--- src/rtl/rr_arb_mux_if.sv ---
`default_nettype none
// ============================================================================
// Module      : rr_arb_mux_if
// Description : Channel/output handshake bundle for rr_arb_mux.
//               The master modport drives the inputs and the slave modport is the arbiter.
// Revision    : 1.0 - initial release
// ============================================================================
interface rr_arb_mux_if #(
    parameter int WIDTH = 32,
    parameter int N     = 4
);
    localparam int SW = (N > 1) ? $clog2(N) : 1;

    logic                 mode;
    logic [SW-1:0]        sel;
    logic [N*WIDTH-1:0]   in_data;
    logic [N-1:0]         in_valid;
    logic [N-1:0]         in_ready;
    logic [WIDTH-1:0]     out_data;
    logic                 out_valid;
    logic                 out_ready;
    logic [SW-1:0]        out_chan;

    modport master (
        output mode, sel, in_data, in_valid, out_ready,
        input  in_ready, out_data, out_valid, out_chan
    );

    modport slave (
        input  mode, sel, in_data, in_valid, out_ready,
        output in_ready, out_data, out_valid, out_chan
    );
endinterface
`default_nettype wire

--- src/rtl/rr_arb_mux.sv ---
`default_nettype none
// ============================================================================
// Module      : rr_arb_mux
// Description : N-channel mux with directed or round-robin arbitration feeding
//               a single registered output stage with valid/ready flow control.
// Revision    : 1.0 - initial release
// ============================================================================
module rr_arb_mux #(
    parameter int WIDTH = 32,
    parameter int N     = 4
) (
    input  logic           clk,
    input  logic           clrn,
    rr_arb_mux_if.slave    bus
);
    localparam int              SW         = (N > 1) ? $clog2(N) : 1;
    localparam logic [SW-1:0]   c_last_idx = SW'(N - 1);
    localparam logic [SW:0]     c_n        = (SW + 1)'(N);
    localparam logic [SW-1:0]   c_one      = SW'(1);

    logic [WIDTH-1:0]   w_chan_data [N];
    logic               w_dir_ok;
    logic               w_rr_ok;
    logic [SW-1:0]      w_rr_idx;
    logic [SW:0]        w_idx;
    logic               w_grant_ok;
    logic [SW-1:0]      w_grant;
    logic               w_load;
    logic               w_accept;
    logic [N-1:0]       w_ready;

    logic [WIDTH-1:0]   r_out_data;
    logic [SW-1:0]      r_out_chan;
    logic               r_out_valid;
    logic [SW-1:0]      r_ptr;

    genvar gi;
    generate
        for (gi = 0; gi < N; gi++) begin : g_unpack
            assign w_chan_data[gi] = bus.in_data[gi*WIDTH +: WIDTH];
        end
    endgenerate

    // Out-of-range select indices never grant, even when N is not a power of two.
    always_comb begin
        w_dir_ok = 1'b0;
        if (32'(bus.sel) < N) begin
            w_dir_ok = bus.in_valid[bus.sel];
        end
    end

    // Search ptr, ptr+1, ... modulo N; first valid channel wins.
    always_comb begin
        w_rr_ok  = 1'b0;
        w_rr_idx = '0;
        w_idx    = '0;
        for (int k = 0; k < N; k++) begin
            w_idx = {1'b0, r_ptr} + (SW + 1)'(k);
            if (w_idx >= c_n) begin
                w_idx = w_idx - c_n;
            end
            if (!w_rr_ok && bus.in_valid[w_idx[SW-1:0]]) begin
                w_rr_ok  = 1'b1;
                w_rr_idx = w_idx[SW-1:0];
            end
        end
    end

    assign w_grant_ok = bus.mode ? w_rr_ok  : w_dir_ok;
    assign w_grant    = bus.mode ? w_rr_idx : bus.sel;
    assign w_load     = ~r_out_valid | bus.out_ready;
    // Gating with clrn keeps in_ready low for the whole reset window.
    assign w_accept   = w_load & w_grant_ok & clrn;

    always_comb begin
        w_ready = '0;
        if (w_accept) begin
            w_ready[w_grant] = 1'b1;
        end
    end

    always_ff @(posedge clk or negedge clrn) begin
        if (!clrn) begin
            r_out_data  <= '0;
            r_out_chan  <= '0;
            r_out_valid <= 1'b0;
        end else if (w_load) begin
            if (w_grant_ok) begin
                r_out_data  <= w_chan_data[w_grant];
                r_out_chan  <= w_grant;
                r_out_valid <= 1'b1;
            end else begin
                r_out_valid <= 1'b0;
            end
        end
    end

    // The served channel becomes lowest priority on the next search.
    always_ff @(posedge clk or negedge clrn) begin
        if (!clrn) begin
            r_ptr <= '0;
        end else if (w_load && w_grant_ok && bus.mode) begin
            r_ptr <= (w_grant == c_last_idx) ? '0 : w_grant + c_one;
        end
    end

    assign bus.in_ready  = w_ready;
    assign bus.out_data  = r_out_data;
    assign bus.out_chan  = r_out_chan;
    assign bus.out_valid = r_out_valid;
endmodule
`default_nettype wire
--- src/flat_wrapper.sv ---
// flat-port wrapper written by rule: the top's interface ports become plain ports
module rr_arb_mux_flat 
#(
    parameter int WIDTH = 32,
    parameter int N     = 4
)
  (clk, clrn, bus_mode, bus_sel, bus_in_data, bus_in_valid, bus_out_ready, bus_in_ready, bus_out_data, bus_out_valid, bus_out_chan);
  rr_arb_mux_if #(.WIDTH(WIDTH), .N(N)) bus_i ();
  input  logic clk;
  input  logic clrn;
  input wire logic [$bits(bus_i.mode)-1:0] bus_mode;
  input wire logic [$bits(bus_i.sel)-1:0] bus_sel;
  input wire logic [$bits(bus_i.in_data)-1:0] bus_in_data;
  input wire logic [$bits(bus_i.in_valid)-1:0] bus_in_valid;
  input wire logic [$bits(bus_i.out_ready)-1:0] bus_out_ready;
  output wire logic [$bits(bus_i.in_ready)-1:0] bus_in_ready;
  output wire logic [$bits(bus_i.out_data)-1:0] bus_out_data;
  output wire logic [$bits(bus_i.out_valid)-1:0] bus_out_valid;
  output wire logic [$bits(bus_i.out_chan)-1:0] bus_out_chan;
  assign bus_i.mode = bus_mode;
  assign bus_i.sel = bus_sel;
  assign bus_i.in_data = bus_in_data;
  assign bus_i.in_valid = bus_in_valid;
  assign bus_i.out_ready = bus_out_ready;
  assign bus_in_ready = bus_i.in_ready;
  assign bus_out_data = bus_i.out_data;
  assign bus_out_valid = bus_i.out_valid;
  assign bus_out_chan = bus_i.out_chan;
  rr_arb_mux #(.WIDTH(WIDTH), .N(N)) u_core (.clk(clk), .clrn(clrn), .bus(bus_i));
endmodule
--- config.mk ---
export PLATFORM = sky130hd
export DESIGN_NAME = rr_arb_mux_flat
export DESIGN_NICKNAME = d
export VERILOG_FILES = /design/src/rtl/rr_arb_mux_if.sv /design/src/rtl/rr_arb_mux.sv /design/src/flat_wrapper.sv
export SDC_FILE = /design/constraint.sdc
export NUM_CORES = 1
export LEC_CHECK = 0
export CAP_MARGIN = 20
export CORE_MARGIN = 1
export CORE_UTILIZATION = 50
export DETAILED_ROUTE_END_ITERATION = 10
export DONT_BUFFER_PORTS = 1
export PLACE_DENSITY_LB_ADDON = 0.3
export SETUP_SLACK_MARGIN = 0.15
export SLEW_MARGIN = 20
export SYNTH_ARGS = -nofsm -noshare
export SYNTH_HDL_FRONTEND = slang
export SYNTH_SLANG_ARGS = --single-unit
--- constraint.sdc ---
create_clock -name clk -period 1.93 [get_ports clk]
set_clock_uncertainty 0.05 [all_clocks]
set_input_delay 0.386 -clock clk [delete_from_list [all_inputs] [get_ports clk]]
set_output_delay 0.386 -clock clk [all_outputs]
set_load 0.01 [all_outputs]
After elaboration in Yosys (flattened, before gate mapping):

Index checks and enable logic that the tools add are counted.

* $add $sub $neg: 8
* magnitude comparators: 12
* equal/unequal tests: 1
* mux-type cells: 32
* bitwise gates (word level): 5
* reduce and logical (&&, ||, !) cells: 10

Operators with widths (count)
* binary-select mux 32 bit (select 2 bit): 1
* two-way mux 32 bit: 2
* two-way mux 2 bit: 10
* < comparator 2 x 3 -> 1 bit, second input constant: 6
* greater-or-equal comparator 3 bit, second input constant: 4
* two-way mux 1 bit: 12
* binary-select mux 1 bit (select 2 bit): 5
* subtractor 2 x 1 -> 2 bit, second input constant: 4
* adder 2 x 2 -> 3 bit, second input constant: 2
* logical AND 1 bit: 6
* two-way mux 4 bit: 1
* adder 2 x 1 -> 3 bit, second input constant: 1
* greater-or-equal comparator 2 x 3 -> 1 bit, second input constant: 1
* logical NOT 1 bit: 3
* NOT 2 -> 3 bit: 1
* adder 2 x 1 -> 2 bit, second input constant: 1
* AND 1 bit: 2
* demux 1 bit (select 2 bit): 1
* equality test 2 bit, second input constant: 1
* greater-or-equal comparator 2 x 1 -> 1 bit, second input constant: 1
* AND reduction 2 bit: 1
* NOT 1 bit: 1
* bitwise OR 1 bit: 1

* register bits: 37
* output and inout bits: 39
* logic and storage cells: 72

Longest topological paths before layout:

Gate-level depths: netlist of run 1.

* depth in word-level cells: 20
* gate-level depth with buffers: 9
* gate-level depth less buffers: 5

Worst setup path before layout of run 1:

Ideal clock, no wire load.

* path kind: register to output
* start point: register u_core.r_ptr[1]
* end point: output bus_in_ready[1]
* data arrival time: 1.684 ns
* path slack: -0.190 ns
* stages on the path, launching flop included: 8
* path buffers: 2
* path through: dfrtp_1 -> buf_6 -> a21bo_2 -> a221oi_2 -> a22o_1 -> nand2_2 -> buf_6 -> nor3_1

* word-level cells in the longest chain between the ends: 20
* elaborated cells between the ends (all ways): 47

RTL lines
* from (decl): RTL line rr_arb_mux.sv:35 `logic [SW-1:0] r_ptr;`
* from (signal assigned): RTL line rr_arb_mux.sv:103 `r_ptr <= (w_grant == c_last_idx) ? '0 : w_grant + c_one;`
* branches (longest 19 deep; another with adder 2 x 1 -> 3 bit)
* two-way mux 4 bit (*): RTL line rr_arb_mux.sv:77 `if (w_accept) begin`
* to (decl): RTL line flat_wrapper.sv:16 `output wire logic [$bits(bus_i.in_ready)-1:0] bus_in_ready;`

Mark *: on every way between the ends. The select of a mux whose other input is x is not followed.

Worst setup path in the final report of run 1:

* start point: register u_core.r_ptr[1]
* end point: register u_core.r_out_data[5], in the netlist u_core.bus.out_data[5]

* word-level cells in the longest chain between the ends: 19
* elaborated cells between the ends (all ways): 44

RTL lines
* branches (longest 19 deep; another with adder 2 x 1 -> 3 bit)
* to (signal assigned): RTL line rr_arb_mux.sv:89 `r_out_data <= w_chan_data[w_grant];`
* to (decl): RTL line rr_arb_mux.sv:32 `logic [WIDTH-1:0] r_out_data;`

Several ways; the timed one is not identified. The select of a mux whose other input is x is not followed.
A chain may end at the register's enable or synchronous reset.

==> flow_metrics.env, run 1 <==
export IMPL_synth_edf_count=0
export IMPL_wl_met1_um=2690
export IMPL_cts_tree="yes"
export IMPL_start_util_pct=53.9
export IMPL_ys_flop_type="dfrtp_1"
export IMPL_ys_seq_elements=37
export IMPL_critical_path_depth=9
export IMPL_dp_slack_ns=-0.118
export IMPL_rr_worst_depth=9
export IMPL_ir_drop_uv=816
export IMPL_drc=0
export IMPL_async_flop_share_pct=100
export IMPL_fin_ws_ns=-0.304
export IMPL_yosysMostFrequentCell="mux2i_1"
export IMPL_reg2reg_slack_ns=-0.30
export IMPL_grt_util_all_layers_pct=25.4
export IMPL_synth_nets=365
export IMPL_final_hold_viol_count=0
export IMPL_place_area_sq_mm=0.00263
export IMPL_drv_cap=0
export IMPL_nets=401
export IMPL_numPortBuffers=0
export IMPL_required_ns=2.04
export IMPL_reg2reg_to="u_core.bus.out_data[5]"
export IMPL_grt_pass1_vias=2001
export IMPL_wl_met2_um=3850
export IMPL_report_final_slew_viol_count=0
export IMPL_via_per_inst=6.59
export IMPL_slowest_delay_ns=0.48
export IMPL_drtAntennaViolNets=0
export IMPL_period_share_pct=116
export IMPL_maxSlewHeadroom_pct=80.9
export IMPL_met3WireLength_um=543
export IMPL_synth_area_per_cell_sq_um=10.7
export IMPL_cts_root_buffer="clkbuf_8"
export IMPL_post_dp_hpwl_um=4500
export IMPL_via_count=2082
export IMPL_clk_pin_slew_ns=0.08
export IMPL_slowest_stage="dfrtp_2"
export IMPL_area_growth_pct=34.7
export IMPL_rsz0062_at_grt="yes"
export IMPL_cp_max_fo=8
export IMPL_ys_warn_count=0
export IMPL_gp_congestion=0.768
export IMPL_cts_path_max_buffers=2
export IMPL_cp_end_kind="flop"
export IMPL_wl_per_cell_um=22.6
export IMPL_highest_layer="met4"
export IMPL_drive_gt1_share_pct=29.9
export IMPL_drt_pass1_iter_count=4
export IMPL_die_h_um=71.7
export IMPL_synth_top_area_cell="dfrtp_1"
export IMPL_setup_worst_path_start="u_core.r_ptr[1]"
export IMPL_path_class="flop to flop"
export IMPL_synthCells=227
export IMPL_cp_start_kind="flop"
export IMPL_n_antenna_cell=0
export IMPL_r2r_start="u_core.r_ptr[1]"
export IMPL_cts_sinks=37
export IMPL_yosys_top_cells_count="65 x mux2i_1, 37 x dfrtp_1, 36 x nand2_1, 33 x o221ai_1"
export IMPL_synth_cell_types=36
export IMPL_tightest_slew_ns=0.286
export IMPL_period_needed_ns=2.23
export IMPL_cp_top_family="buffers and inverters"
export IMPL_grt_pass1_wl_um=9940
export IMPL_insertion_delay_ns=0.28
export IMPL_grt_max_degree=38
export IMPL_maxClockFrequency_ghz=0.448
export IMPL_rows=24
export IMPL_violations="setup timing"
export IMPL_cp_arrival_ns=2.34
export IMPL_numCtsBuffers=5
export IMPL_drt_iter0_drc=111
export IMPL_setup_viol=38
export IMPL_die_w_um=71.7
export IMPL_crit_chain="and4b_1 -> o211ai_1 -> o221ai_4 -> buf_6 -> buf_6 -> clkbuf_16 -> clkbuf_16 -> mux2i_1 -> o221ai_1"
export IMPL_path_buf_inv=4
export IMPL_stdcell_area_sq_mm=0.00327
export IMPL_critPathCapture="u_core.bus.out_data[5]"
export IMPL_ios=177
export IMPL_synth_top_area_share_pct=38.2
export IMPL_synthTopCellsByArea="dfrtp_1 38%, mux2i_1 27%, o221ai_1 12%"
export IMPL_n_fill_cell=324
export IMPL_outcome="finished, violations left"
export IMPL_seq_area_frac_synth_pct=38.2
export IMPL_grt_overflow=0
export IMPL_p_leak_nw=1.45
export IMPL_hold_path_class="input port to flop"
export IMPL_drt_total_wl_um=7140
export IMPL_antenna_found_initial=0
export IMPL_netlist_area_sq_mm=0.00243
export IMPL_dieArea_sq_mm=0.00513
export IMPL_h_tree_depth=2
export IMPL_power_density_mw_per_mm2=1110
export IMPL_core_area_sq_mm=0.00450
[sequential cells by signal, indices dropped and copies added (netlist names)]
name                  cells
u_core.r_ptr              2
u_core.bus.out_valid      1
u_core.bus.out_chan       2
u_core.bus.out_data      32
[layout by cell type (no fill, tap or decap), drive strengths merged, types with 2 or more instances in the layout]
cell type and n:
nand2 37, mux2i 65, a21oi 2, o211ai 2
nor2 5, nand2b 2, bufinv 2, o21ai 3
dfrtp 37, clkbuf 11, nor3 2, inv 5
o221ai 33, buf 40
[logic make-up after synthesis]
| family | Yosys count | synth area share (%) |
|---|---|---|
| AOI/OAI and AO/OA | 46 | 16.7 |
| DFF | 37 | 38.2 |
| xor gates and xnor gates | 1 | 0.361 |
| and+or+nand+nor | 53 | 9.75 |
| muxes | 67 | 28.2 |
| buffers and inverters | 23 | 6.86 |
[layer usage]
metal,vias up,GRT usage (%)
met2,142,45.0
met4,0,7.19
met5,-,0
met3,4,4.92
li1,939,-
met1,997,31.6
[how the worst min path moves through the flow]
stage	cells after the start	startpoint	to	slack [ns]
after detailed placement	0	clrn	u_core.bus.out_data[25]	0.04
after global placement	0	clrn	u_core.bus.out_data[25]	0.04
after global routing	2	bus_in_data[52]	u_core.bus.out_data[20]	0.26
final	2	bus_in_data[105]	u_core.bus.out_data[9]	0.27
after CTS	2	bus_in_data[58]	u_core.bus.out_data[26]	0.27
after floorplan	0	clrn	u_core.bus.out_chan[0]	0.04
[stage by stage]
step / hold slack (ns) / util (%) / cells / setup TNS (ns) / total power (W)
finish: 0.271 / 72.5 / 316 / -8.38 / 0.00362
global route: 0.258 / 72.5 / 316 / -11.04 / 0.00379
CTS: 0.267 / 67.6 / 307 / -7.92 / 0.00342
detailed placement: 0.0411 / 58.5 / 283 / -1.48 / 0.00235
global placement: 0.0410 / 58.5 / 283 / -0.845 / 0.00233
floorplan: 0.0404 / - / 227 / -0.182 / 0.00212
[what timing repair did]
action / CTS / global route
pin swaps: 13 / 14
resized for setup: 16 / 15
hold buffers: 2 / 0
setup buffers: 10 / 3
gates cloned: 4 / 6
setup endpoints to repair: 39 / 39
endpoints found under the hold margin: 37 / 0
[power by group]
group / switching (W) / leakage (nW) / total (W) / internal (W)
Clock: 0.000273 / 0.0681 / 0.000787 / 0.000513
Sequential: 0.000348 / 0.445 / 0.00138 / 0.00103
Combinational: 0.000616 / 0.939 / 0.00145 / 0.000834
Total: 0.00124 / 1.45 / 0.00362 / 0.00238
[layout make-up]
type	instances	area, sq um	share of cell area [%]
inverter	5	18.8	0.574
clock inverter	3	65.1	1.99
clock buffer	5	68.8	2.11
timing repair buffer	47	662	20.3
tap	52	65.1	1.99
multi-input combinational	167	1460	44.7
sequential	37	928	28.4
Power figures use the tool's default switching activity.
==> run 2: changes to the inputs <==
--- a/config.mk
+++ b/config.mk
@@ -6,9 +6,9 @@
 export NUM_CORES = 1
 export LEC_CHECK = 0
 export CAP_MARGIN = 20
-export CORE_MARGIN = 1
-export CORE_UTILIZATION = 50
+export CORE_AREA = 2 2 69 71
 export DETAILED_ROUTE_END_ITERATION = 10
+export DIE_AREA = 0 0 71 73
 export DONT_BUFFER_PORTS = 1
 export PLACE_DENSITY_LB_ADDON = 0.3
 export SETUP_SLACK_MARGIN = 0.15
==> run 2 against run 1 <==
The flow still finishes with violations (setup timing). Register-to-register slack improved by 0.05 ns. Cell count rose by 1.6%. Sequential share of layout area fell by 1.4 points. Total power rose by 3.5%. Design area rose by 5.2%. Maximum frequency rose by 0.11%. Critical endpoint is now bus_in_ready[1]. Via count rose by 1.9%. Clock-buffer cell count rose by 2. Critical path depth fell by 4. Sequential power barely moved. Highest routed layer unchanged. Wire length rose by 2.5%.
==> flow_metrics.env, run 2 (synthesis results as in run 1) <==
export IMPL_drt_iter0_drc=95
export IMPL_ios=177
export IMPL_tightest_slew_ns=0.295
export IMPL_report_final_slew_viol_count=0
export IMPL_slowest_delay_ns=0.48
export IMPL_nets=404
export IMPL_drive_gt1_share_pct=34.8
export IMPL_period_share_pct=116
export IMPL_grt_pass1_wl_um=10800
export IMPL_dieArea_sq_mm=0.00518
export IMPL_crit_chain="and4b_1 -> o211ai_1 -> o221ai_4 -> buf_12 -> nor3_4"
export IMPL_drc=0
export IMPL_violations="setup timing"
export IMPL_n_antenna_cell=0
export IMPL_period_needed_ns=2.23
export IMPL_gp_congestion=0.826
export IMPL_die_h_um=73
export IMPL_cp_arrival_ns=1.79
export IMPL_largest_reg_flops=32
export IMPL_clk_pin_slew_ns=0.07
export IMPL_rr_worst_depth=9
export IMPL_via_count=2122
export IMPL_r2r_start="u_core.r_ptr[0]"
export IMPL_dp_cells=280
export IMPL_required_ns=1.49
export IMPL_antenna_found_initial=0
export IMPL_timing_hold_ws_ns=0.248
export IMPL_ir_drop_uv=624
export IMPL_final_cell_mix="54 x mux2i_1, 35 x nand2_1, 35 x dfrtp_1, 26 x o221ai_1, 19 x buf_4"
export IMPL_path_buf_inv=1
export IMPL_min_to="u_core.bus.out_data[24]"
export IMPL_outcome="finished, violations left"
export IMPL_grt_max_degree=38
export IMPL_whs_path_depth=2
export IMPL_core_area_sq_mm=0.00454
export IMPL_cp_start_kind="flop"
export IMPL_hold_path_class="input port to flop"
export IMPL_layout_commonest_cell="mux2i_1"
export IMPL_power_density_mw_per_mm2=1090
export IMPL_hp_start="bus_in_data[120]"
export IMPL_drtAntennaViolNets=0
export IMPL_drt_pass1_iter_count=4
export IMPL_h_tree_depth=2
export IMPL_drv_cap=0
export IMPL_cp_top_family="compound AO/OA/AOI/OAI gates"
export IMPL_grt_pass1_vias=2149
export IMPL_fin_cells=321
export IMPL_cts_root_buffer="clkbuf_8"
export IMPL_wl_per_cell_um=22.8
export IMPL_die_w_um=71
export IMPL_path_class="flop to output pin"
export IMPL_via_per_inst=6.61
export IMPL_insertion_delay_ns=0.28
export IMPL_setup_viol=39
export IMPL_numCtsBuffers=5
export IMPL_numPortBuffers=0
export IMPL_reg2reg_to="u_core.bus.out_data[5]"
export IMPL_start_util_pct=53.5
export IMPL_grt_overflow=0
export IMPL_rows=25
export IMPL_drt_total_wl_um=7320
export IMPL_area_growth_pct=41.7
export IMPL_reg2reg_slack_ns=-0.25
export IMPL_maxClockFrequency_ghz=0.448
export IMPL_cp_max_fo=8
export IMPL_maxSlewHeadroom_pct=80.2
export IMPL_post_dp_hpwl_um=4340
export IMPL_cts_path_max_buffers=2
export IMPL_slowest_stage="dfrtp_2"
export IMPL_cts_tree="yes"
export IMPL_critical_path_depth=5
export IMPL_p_leak_nw=1.50
export IMPL_cts_sinks=37
export IMPL_grt_util_all_layers_pct=27.3
export IMPL_cp_end_kind="output pin"
export IMPL_fin_ws_ns=-0.301
export IMPL_final_hold_viol_count=0
export IMPL_rsz0062_at_grt="yes"
## run 2: layout make-up
cell class	instances	area, sq um
multi-input cells	167	1560
fillers	312	1100
flip-flops and latches	37	928
repair buffers	50	752
clock buffers	7	86.3
well taps	54	67.6
clock inverters	1	30.0
inverters	5	18.8
## run 2: worst max-delay path by stage
stage / start / end / slack, ns
floorplan: bus_sel[0] / bus_in_ready[3] / -0.08
global placement: u_core.r_ptr[1] / bus_in_ready[1] / -0.10
detailed placement: u_core.r_ptr[1] / u_core.bus.out_data[15] / -0.14
CTS: u_core.r_ptr[1] / bus_in_ready[3] / -0.30
global route: u_core.r_ptr[0] / bus_in_ready[1] / -0.39
finish: u_core.r_ptr[0] / bus_in_ready[1] / -0.30
## run 2: routing by layer
layer | track usage [%] | part of all wire (%)
met2 | 45.9 | 52
met5 | 0 | 0
met4 | 13.6 | 3.2
met1 | 31.7 | 37
met3 | 8.56 | 7.3
## run 2: metrics by stage
stage               TNS [ns]  util (%)  total power, W  cell area [sq um]  setup WS [ns]
finish                 -7.89      75.8         0.00374               3440         -0.301
global route          -11.28      75.8         0.00394               3440         -0.386
CTS                    -7.42      72.9         0.00362               3310         -0.304
detailed placement     -3.18      57.6         0.00236               2610         -0.136
global placement       -2.07      57.6         0.00233               2610         -0.102
floorplan             -0.182         -         0.00212               2490        -0.0838
## run 2: what timing repair did
item / 4_1_cts / 5_1_grt
hold buffers: 2 / 0
gates resized for setup: 41 / 17
endpoints found under the hold margin: 37 / 0
buffers inserted: 17 / 4
cloned: 9 / 1
pin swaps: 17 / 18
endpoints found under the setup margin: 39 / 39
## run 2: worst reg2reg max path, delay by kind of cell, from the launching register on
| family | cells | cell delay [ns] |
|---|---|---|
| AOI/OAI and AO/OA | 3 | 0.62 |
| buffers and inverters | 4 | 0.56 |
| DFF | 1 | 0.48 |
| muxes | 1 | 0.15 |
| and+or+nand+nor | 1 | 0.20 |
## run 2: where the power goes
group	total (W)	internal, W	switching, W	leakage (nW)
Clock	0.000700	0.000422	0.000278	0.0585
Combinational	0.00167	0.000978	0.000692	0.998
Sequential	0.00137	0.00103	0.000341	0.445
==> run 3: changes to the inputs <==
--- a/config.mk
+++ b/config.mk
@@ -10,6 +10,7 @@
 export DETAILED_ROUTE_END_ITERATION = 10
 export DIE_AREA = 0 0 71 73
 export DONT_BUFFER_PORTS = 1
+export MAX_ROUTING_LAYER = met4
 export PLACE_DENSITY_LB_ADDON = 0.3
 export SETUP_SLACK_MARGIN = 0.15
 export SLEW_MARGIN = 20
==> run 3 against run 2 <==
The flow still finishes with violations (setup timing). Die area unchanged. Combinational power about the same. Clock-buffer cell count unchanged. Critical endpoint unchanged. Largest cell class unchanged. Largest power group unchanged. Highest routed layer unchanged.
==> flow_metrics.env, run 3 (synthesis results as in run 1) <==
export IMPL_grt_pass1_wl_um=10800
export IMPL_path_class="flop to output pin"
export IMPL_via_count=2124
export IMPL_post_dp_hpwl_um=4340
export IMPL_fin_cells=321
export IMPL_rsz0062_at_grt="yes"
export IMPL_largest_reg_flops=32
export IMPL_required_ns=1.49
export IMPL_numPortBuffers=0
export IMPL_met3_usage_pct=6.63
export IMPL_antenna_found_initial=0
export IMPL_area_growth_pct=41.7
export IMPL_cp_max_fo=8
export IMPL_grt_util_all_layers_pct=28.0
export IMPL_drtAntennaViolNets=0
export IMPL_grt_pass1_vias=2151
export IMPL_drt_total_wl_um=7370
export IMPL_h_tree_depth=2
export IMPL_period_share_pct=115
export IMPL_n_antenna_cell=0
export IMPL_drc=0
export IMPL_setup_tns_ns=-7.72
export IMPL_stdcell_area_sq_mm=0.00344
export IMPL_cts_tree="yes"
export IMPL_insertion_delay_ns=0.28
export IMPL_seqPwrFrac_pct=36.6
export IMPL_drt_iter0_drc=89
export IMPL_die_h_um=73
export IMPL_clk_pin_slew_ns=0.07
export IMPL_setup_worst_path_start="u_core.r_ptr[1]"
export IMPL_grt_overflow=0
export IMPL_core_area_sq_mm=0.00454
export IMPL_r2r_start="u_core.r_ptr[1]"
export IMPL_fin_ws_ns=-0.294
export IMPL_combPwrFrac_pct=44.6
export IMPL_dp_slack_ns=-0.136
export IMPL_place_area_sq_mm=0.00261
export IMPL_maxClockFrequency_ghz=0.450
export IMPL_top_usage_layer="met2"
export IMPL_met1_usage_pct=32.8
export IMPL_power_density_mw_per_mm2=1090
export IMPL_cp_arrival_ns=1.79
export IMPL_grt_max_degree=38
export IMPL_p_sw_share_pct=35.1
export IMPL_gp_congestion=0.838
export IMPL_final_hold_viol_count=0
export IMPL_start_util_pct=53.5
export IMPL_cts_sinks=37
export IMPL_intPower_w=0.00243
export IMPL_cp_end_kind="output pin"
export IMPL_cts_root_buffer="clkbuf_8"
export IMPL_hp_start="bus_in_data[120]"
export IMPL_ir_drop_uv=629
export IMPL_cts_path_max_buffers=2
export IMPL_tightest_slew_ns=0.290
export IMPL_drt_pass1_iter_count=5
export IMPL_p_switching_w=0.00132
export IMPL_setup_viol=39
export IMPL_wl_per_cell_um=22.9
export IMPL_cp_start_kind="flop"
export IMPL_timing_hold_ws_ns=0.247
export IMPL_layout_commonest_cell="mux2i_1"
export IMPL_final_cell_mix="54 x mux2i_1, 35 x nand2_1, 35 x dfrtp_1, 26 x o221ai_1, 19 x buf_4"
export IMPL_maxSlewHeadroom_pct=80.6
export IMPL_drv_cap=0
export IMPL_via_per_inst=6.62
export IMPL_p_leak_nw=1.50
export IMPL_ios=177
export IMPL_report_final_slew_viol_count=0
export IMPL_dp_cells=280
export IMPL_violations="setup timing"
export IMPL_period_needed_ns=2.22
export IMPL_drive_gt1_share_pct=34.8
export IMPL_die_w_um=71
export IMPL_power_share_clock_pct=18.7
export IMPL_nets=404
export IMPL_met2_usage_pct=45.5
export IMPL_numCtsBuffers=5
export IMPL_outcome="finished, violations left"
export IMPL_hold_path_class="input port to flop"
export IMPL_rows=25
export IMPL_dieArea_sq_mm=0.00518
[run 3: cell counts in the layout (fill, tap and decap cells not counted)]
No cell type changed its count.
[run 3: worst max-delay path, stage by stage, from the launching register on]
cell and delay (ns):
dfrtp_2 0.46, and4b_1 0.20, o211ai_1 0.28, o221ai_4 0.20, buf_12 0.18, nor3_4 0.18
[run 3: cell type report]
class,instances,area (sq um)
Clock buffer,7,86.3
Tap cell,54,67.6
Sequential cell,37,928
Clock inverter,1,30.0
Fill cell,312,1100
Multi-Input combinational cell,167,1560
Inverter,5,18.8
Timing Repair Buffer,50,752
[run 3: routing by layer]
metal / vias to the layer above / wire [um]
met4: 0 / 236
met5: - / 0
li1: 946 / -
met1: 1029 / 2750
met2: 129 / 3840
met3: 20 / 542
[run 3: path summary, 6_finish.rpt]
check,to,slack [ns],cells after the start
min in group asynchronous,u_core.bus.out_data[26],0.52,2
hold / removal,u_core.bus.out_data[24],0.25,2
setup / recovery,bus_in_ready[1],-0.29,5
setup reg to reg,u_core.bus.out_data[5],-0.24,9
hold reg to reg,u_core.bus.out_data[2],0.51,2
max in group asynchronous,u_core.r_ptr[0],1.09,2
[run 3: per-stage QoR]
step           power [W]  utilization (%)
6_report         0.00375             75.8
5_1_grt          0.00393             75.8
4_1_cts          0.00362             72.9
3_5_place_dp     0.00236             57.6
3_3_place_gp     0.00233             57.6
2_1_floorplan    0.00212                -
[run 3: power groups by stage]
stage          Sequential, W  Clock [W]  Combinational [W]
2_1_floorplan        0.00129          0           0.000831
3_3_place_gp         0.00138          0           0.000955
3_5_place_dp         0.00137          0           0.000983
4_1_cts              0.00137   0.000722            0.00153
5_1_grt              0.00140   0.000751            0.00178
6_report             0.00137   0.000702            0.00167
[run 3: repair_timing]
item                                    CTS  global route
buffers inserted                         17             4
endpoints found under the setup margin   39            39
pin swaps                                17            18
gates resized for setup                  41            17
hold endpoints to repair                 37             0
hold buffers                              2             0
gates cloned                              9             1
